<file path="src/rtl/uart_rx_pkg.sv">
// uart_rx_pkg: shared FSM state encoding, default data width and counter widths for the UART RX path
package uart_rx_pkg;
    localparam int DATA_WIDTH_DEF = 8;
    localparam int EDGE_W = 5;
    localparam int BIT_W = 4;
    typedef enum logic [2:0] {
        IDLE   = 3'd0,
        START  = 3'd1,
        DATA   = 3'd2,
        PARITY = 3'd3,
        STOP   = 3'd4
    } state_t;
endpackage

</file>
<file path="src/rtl/uart_rx_fsm_edge_bit_counter.sv">
// edge_bit_counter: oversampling edge counter with bit index, cleared whenever counting is disabled
module edge_bit_counter
    import uart_rx_pkg::*;
(
    input  logic              CLK,
    input  logic              RST,
    input  logic              cnt_en,
    input  logic [EDGE_W-1:0] prescale,
    output logic [EDGE_W-1:0] edge_cnt,
    output logic [BIT_W-1:0]  bit_cnt,
    output logic              bit_end
);
    assign bit_end = edge_cnt == prescale - EDGE_W'(1);
    // edge counter wraps at the bit end and advances the bit index
    always_ff @(posedge CLK) begin
        if (RST || !cnt_en) begin
            edge_cnt <= '0;
            bit_cnt  <= '0;
        end else if (bit_end) begin
            edge_cnt <= '0;
            bit_cnt  <= bit_cnt + BIT_W'(1);
        end else begin
            edge_cnt <= edge_cnt + EDGE_W'(1);
        end
    end
endmodule

</file>
<file path="src/rtl/uart_rx_fsm.sv">
// uart_rx_fsm: UART receive frame controller; define UART_RX_FRAME_ERR_EN to add the frame_err output
module uart_rx_fsm
    import uart_rx_pkg::*;
#(
    parameter int DATA_WIDTH = DATA_WIDTH_DEF
) (
    input  logic              CLK,
    input  logic              RST,
    input  logic              RX_IN,
    input  logic              PAR_EN,
    input  logic [EDGE_W-1:0] prescale,
    input  logic              strt_glitch,
    input  logic              par_err,
    input  logic              stp_err,
    output logic [EDGE_W-1:0] edge_cnt,
    output logic [BIT_W-1:0]  bit_cnt,
    output logic              dat_samp_en,
    output logic              strt_check_en,
    output logic              deser_en,
    output logic              par_check_en,
    output logic              stp_check_en,
    output logic              data_valid
`ifdef UART_RX_FRAME_ERR_EN
    ,
    output logic              frame_err
`endif
);
    state_t            r_state, w_next;
    logic [EDGE_W-1:0] r_prescale;
    logic              r_par_en, r_err;
    logic              w_bit_end, w_cnt_en, w_strobe, w_frame_end;

    // counting stops (and clears) on the same edge that returns to IDLE, so IDLE always sees zeros
    assign w_cnt_en    = (r_state != IDLE) && (w_next != IDLE);
    assign w_frame_end = (r_state == STOP) && w_bit_end;

    edge_bit_counter u_cnt (
        .CLK      (CLK),
        .RST      (RST),
        .cnt_en   (w_cnt_en),
        .prescale (r_prescale),
        .edge_cnt (edge_cnt),
        .bit_cnt  (bit_cnt),
        .bit_end  (w_bit_end)
    );

    // state register
    always_ff @(posedge CLK) begin
        r_state <= RST ? IDLE : w_next;
    end

    // next-state: check results are consumed at the bit end
    always_comb begin
        w_next = r_state;
        case (r_state)
            IDLE:    w_next = RX_IN ? IDLE : START;
            START:   w_next = w_bit_end ? (strt_glitch ? IDLE : DATA) : START;
            DATA:    w_next = (w_bit_end && bit_cnt == BIT_W'(DATA_WIDTH)) ? (r_par_en ? PARITY : STOP) : DATA;
            PARITY:  w_next = w_bit_end ? STOP : PARITY;
            STOP:    w_next = w_bit_end ? IDLE : STOP;
            default: w_next = IDLE;
        endcase
    end

    // strobes decoded from registered state and counters only
    always_comb begin
        w_strobe      = edge_cnt == r_prescale - EDGE_W'(2);
        dat_samp_en   = r_state != IDLE;
        strt_check_en = (r_state == START) && w_strobe;
        deser_en      = (r_state == DATA) && w_strobe;
        par_check_en  = (r_state == PARITY) && w_strobe;
        stp_check_en  = (r_state == STOP) && w_strobe;
    end

    // frame configuration capture in IDLE, parity error flag and frame verdict
    always_ff @(posedge CLK) begin
        if (RST) begin
            r_prescale <= '0;
            r_par_en   <= 1'b0;
            r_err      <= 1'b0;
            data_valid <= 1'b0;
`ifdef UART_RX_FRAME_ERR_EN
            frame_err  <= 1'b0;
`endif
        end else begin
            if (r_state == IDLE) begin
                r_prescale <= prescale;
                r_par_en   <= PAR_EN;
            end
            r_err      <= (r_state == PARITY && w_bit_end) ? par_err : ((w_next == IDLE) ? 1'b0 : r_err);
            data_valid <= w_frame_end && !r_err && !stp_err;
`ifdef UART_RX_FRAME_ERR_EN
            frame_err  <= w_frame_end && (r_err || stp_err);
`endif
        end
    end
endmodule

</file>
<file path="config.mk">
export PLATFORM = sky130hd
export DESIGN_NAME = uart_rx_fsm
export DESIGN_NICKNAME = d
export VERILOG_FILES = /design/src/rtl/uart_rx_pkg.sv /design/src/rtl/uart_rx_fsm_edge_bit_counter.sv /design/src/rtl/uart_rx_fsm.sv
export SDC_FILE = /design/constraint.sdc
export NUM_CORES = 1
export LEC_CHECK = 0
export BUFFER_PORTS_ARGS = -buffer_cell sky130_fd_sc_hd__buf_2
export CAP_MARGIN = 20
export CORE_ASPECT_RATIO = 1.5
export CORE_MARGIN = 8
export CORE_UTILIZATION = 45
export CTS_BUF_LIST = sky130_fd_sc_hd__clkbuf_16
export DETAILED_ROUTE_END_ITERATION = 16
export PLACE_DENSITY = 0.68
export SLEW_MARGIN = 20
export SYNTH_ARGS = -nofsm -noshare
export SYNTH_HDL_FRONTEND = slang
export SYNTH_SLANG_ARGS = --single-unit
</file>
<file path="constraint.sdc">
create_clock -name CLK -period 2 [get_ports CLK]
set_clock_uncertainty 0.1 [all_clocks]
set_input_delay 0.2 -clock CLK [delete_from_list [all_inputs] [get_ports CLK]]
set_output_delay 0.2 -clock CLK [all_outputs]
set_load 0.01 [all_outputs]
</file>
==> flow_summary.json <==
{
  "grt_usage": 0.141,
  "cts_buffer_depth": 2,
  "critPathTopFamily": "simple AND/OR/NAND/NOR gates",
  "finalSetupViolCount": 17,
  "p_sw_frac": 0.232,
  "crit_buf_inv": 2,
  "clk_pin_slew_ns": 0.06,
  "drt-vias-per-instance": 5.65,
  "grt_max_degree": 17,
  "synth_area_per_cell_sq_um": 8.05,
  "slew_headroom": 0.746,
  "first_global_vias": 1195,
  "arrival_ns": 2.37,
  "min_path_cells": 3,
  "syn2layout_area_growth_pct": 50.9,
  "num_vias": 1176,
  "ys_types": 35,
  "clockRootBuffer": "clkbuf_16",
  "drv_cap": 0,
  "violations": "setup timing",
  "synth_fp_nets": 160,
  "die_h_um": 77.7,
  "crit_path_start": "r_prescale[1]",
  "syn_area_sq_um": 1140,
  "postPlaceCellArea_sq_um": 1410,
  "ys.warnings.count": 0,
  "fin_crit_ns": 2.29,
  "power.leakage_nw": 0.709,
  "drc_errors": 0,
  "dp.cells": 200,
  "fin_nets": 203,
  "critPathKind": "register to register",
  "max_stage_delay_ns": 0.43,
  "insertion_delay_ns": 0.26,
  "tightest_slew_ns": 0.380,
  "gr-total-overflow": 0,
  "diodes": 0,
  "row_count": 22,
  "design.core.area_sq_um": 2420,
  "vdd_drop_max_mv": 0.585,
  "syn_inst": 142,
  "rsz0062_at_grt": "yes",
  "fin_area_sq_um": 1730,
  "io_pins": 27,
  "timing.final.crit_share": 1.14,
  "hp-start": "stp_err",
  "critPathRequiredTime_ns": 2.08,
  "post_drt_wl_per_cell_um": 16.0,
  "cp-end-kind": "register",
  "clockPowerShare": 0.468,
  "wl_mm": 3.34,
  "drtIter0Drc": 52,
  "final_cells": 208,
  "finalWorstSetupSlack_ns": -0.287,
  "chipWidth_um": 57.2,
  "start_kind": "register",
  "power_frac_seq": 0.363,
  "antenna_found_initial": 0,
  "drv_slew": 0,
  "r2r_end": "r_state[1]",
  "tritoncts": "yes",
  "h-tree-depth": 1,
  "power.internal_mw": 0.903,
  "finish.utilization": 0.712,
  "drive_gt1_frac": 0.462,
  "outcome": "finished with violations",
  "slowest_stage": "or4_1",
  "p_per_area_nw_per_um2": 681,
  "hold_violations": 0,
  "p_comb_frac": 0.168,
  "cts.sinks": 20,
  "place_congestion": 0.936,
  "worst-path-max-fanout": 7,
  "worstHoldPathType": "input pin to register",
  "reg2reg_depth": 9,
  "ant_nets": 0,
  "path_cells": "inv_4 -> buf_6 -> ha_4 -> xnor2_2 -> a211oi_2 -> nand3_4 -> or2_4 -> or4_1 -> a21boi_1",
  "dieArea_sq_um": 4440,
  "start_util": 0.472,
  "synth-seq-cells": 20,
  "cts_made_buffers": 3,
  "seq_area_frac_synth": 0.350,
  "first_pass_iters": 4,
  "dpl_worst_slack_ns": -0.117,
  "io_buffers": 26,
  "p_sw_mw": 0.273,
  "rrSetupSlack_ns": -0.29,
  "max_freq_mhz": 437,
  "dp_hpwl_mm": 2.30,
  "grt_pass1_wl_mm": 5.20,
  "hold_end": "data_valid",
  "r2r-start": "r_prescale[1]"
}
-- synthesized netlist by cell type --
cell        n  area, sq um
nand3_1     5         25.0
mux2i_1     1         10.0
xor2_1      6         52.6
a2111oi_0   1         8.76
a211o_1     1         8.76
a21boi_0    1         7.51
nand3_2     1         10.0
nand2b_1    2         12.5
nor3_1      9         45.0
clkinv_1    1         3.75
or2_2       1         6.26
a31oi_1     1         6.26
or2_1       1         6.26
nor3b_1     2         15.0
nor2_1     13         48.8
a21oi_1    11         55.1
ha_1        6         75.1
a41oi_1     1         8.76
or4_1       2         15.0
or4b_1      1         10.0
o21ai_0     5         25.0
dfxtp_1    20          400
xnor2_1     9         78.8
or3_1       2         12.5
nor4_1      2         12.5
buf_6       1         11.3
nand3b_1    2         15.0
nand4b_1    1         8.76
inv_1       9         33.8
o221a_2     1         11.3
a21boi_1    1         7.51
and3b_1     1         8.76
nand2_1    15         56.3
clkbuf_1    5         18.8
a211oi_2    1         12.5
-- cell type report --
type	count	area [sq um]
multi-input cells	106	852
inverters	10	40.0
flip-flops and latches	20	407
well taps	24	30.0
repair buffers	44	292
clock buffers	3	75.1
fillers	196	697
clock inverters	1	30.0
-- what timing repair did --
action                     CTS  global route
hold buffers                 0             0
setup endpoints to repair   17            18
buffers inserted             5             0
pin swaps                   11             8
gates resized for setup     21            21
-- cell usage in the layout (no fill, tap or decap), drive strengths merged, types with 9 or more instances in the layout --
cell,netlist,layout
buf,1,44
dfxtp,20,20
nand2,15,15
nor2,13,13
a21oi,11,11
xnor2,9,9
inv,9,9
nor3,9,9
-- state kept, by name (all words and copies together), names as in the netlist --
register        count
r_err               1
u_cnt.bit_cnt       4
data_valid          1
u_cnt.edge_cnt      5
r_prescale          5
r_state             3
r_par_en            1
-- metal layers --
metal / track usage / vias up / part of all wire
li1: - / 571 / -
met1: 0.141 / 567 / 0.39
met2: 0.263 / 30 / 0.55
met3: 0.0309 / 8 / 0.038
met4: 0.0660 / 0 / 0.026
met5: 0 / - / 0
-- stage by stage --
| step | hold slack (ns) | total power, mW | setup TNS, ns |
|---|---|---|---|
| 2_1_floorplan | 0.177 | 0.532 | -0.0444 |
| 3_3_place_gp | 0.336 | 0.582 | -0.379 |
| 3_5_place_dp | 0.342 | 0.589 | -0.552 |
| 4_1_cts | 0.0753 | 1.16 | -2.71 |
| 5_1_grt | 0.0905 | 1.21 | -3.99 |
| 6_report | 0.0737 | 1.18 | -2.61 |
-- how the worst max path moves through the flow --
stage | slack (ns) | to | cells after the start
after global placement | -0.14 | strt_check_en | 7
after detailed placement | -0.12 | strt_check_en | 7
final | -0.29 | r_state[1] | 9
after global routing | -0.35 | strt_check_en | 6
after floorplan | -0.04 | r_state[1] | 9
after CTS | -0.26 | strt_check_en | 8
-- cell families (layout without fill, tap and decap cells) --
family / Yosys count / count (layout) / synth area share
muxes: 1 / 1 / 0.00875
buffers and inverters: 16 / 58 / 0.0591
AOI/OAI and AO/OA: 24 / 24 / 0.132
xor gates and xnor gates: 15 / 15 / 0.115
and+or+nand+nor: 60 / 60 / 0.269
adders and majority gates: 6 / 6 / 0.0656
DFF: 20 / 20 / 0.350
-- power groups by stage --
stage / Clock (mW) / Sequential, mW / Combinational, mW
final: 0.551 / 0.427 / 0.198
after global routing: 0.567 / 0.429 / 0.216
after CTS: 0.550 / 0.426 / 0.184
after floorplan: 0 / 0.430 / 0.102
after detailed placement: 0 / 0.432 / 0.156
after global placement: 0 / 0.432 / 0.150
-- worst register-to-register path, delay by kind of cell (launching register included) --
| family | cells | cell delay [ns] |
|---|---|---|
| flops | 1 | 0.34 |
| xor+xnor | 1 | 0.13 |
| compound gates | 2 | 0.40 |
| buf+inv | 2 | 0.16 |
| fa+ha+maj | 1 | 0.21 |
| simple gates | 3 | 0.88 |
No activity file was read; power rests on OpenSTA's default activity.
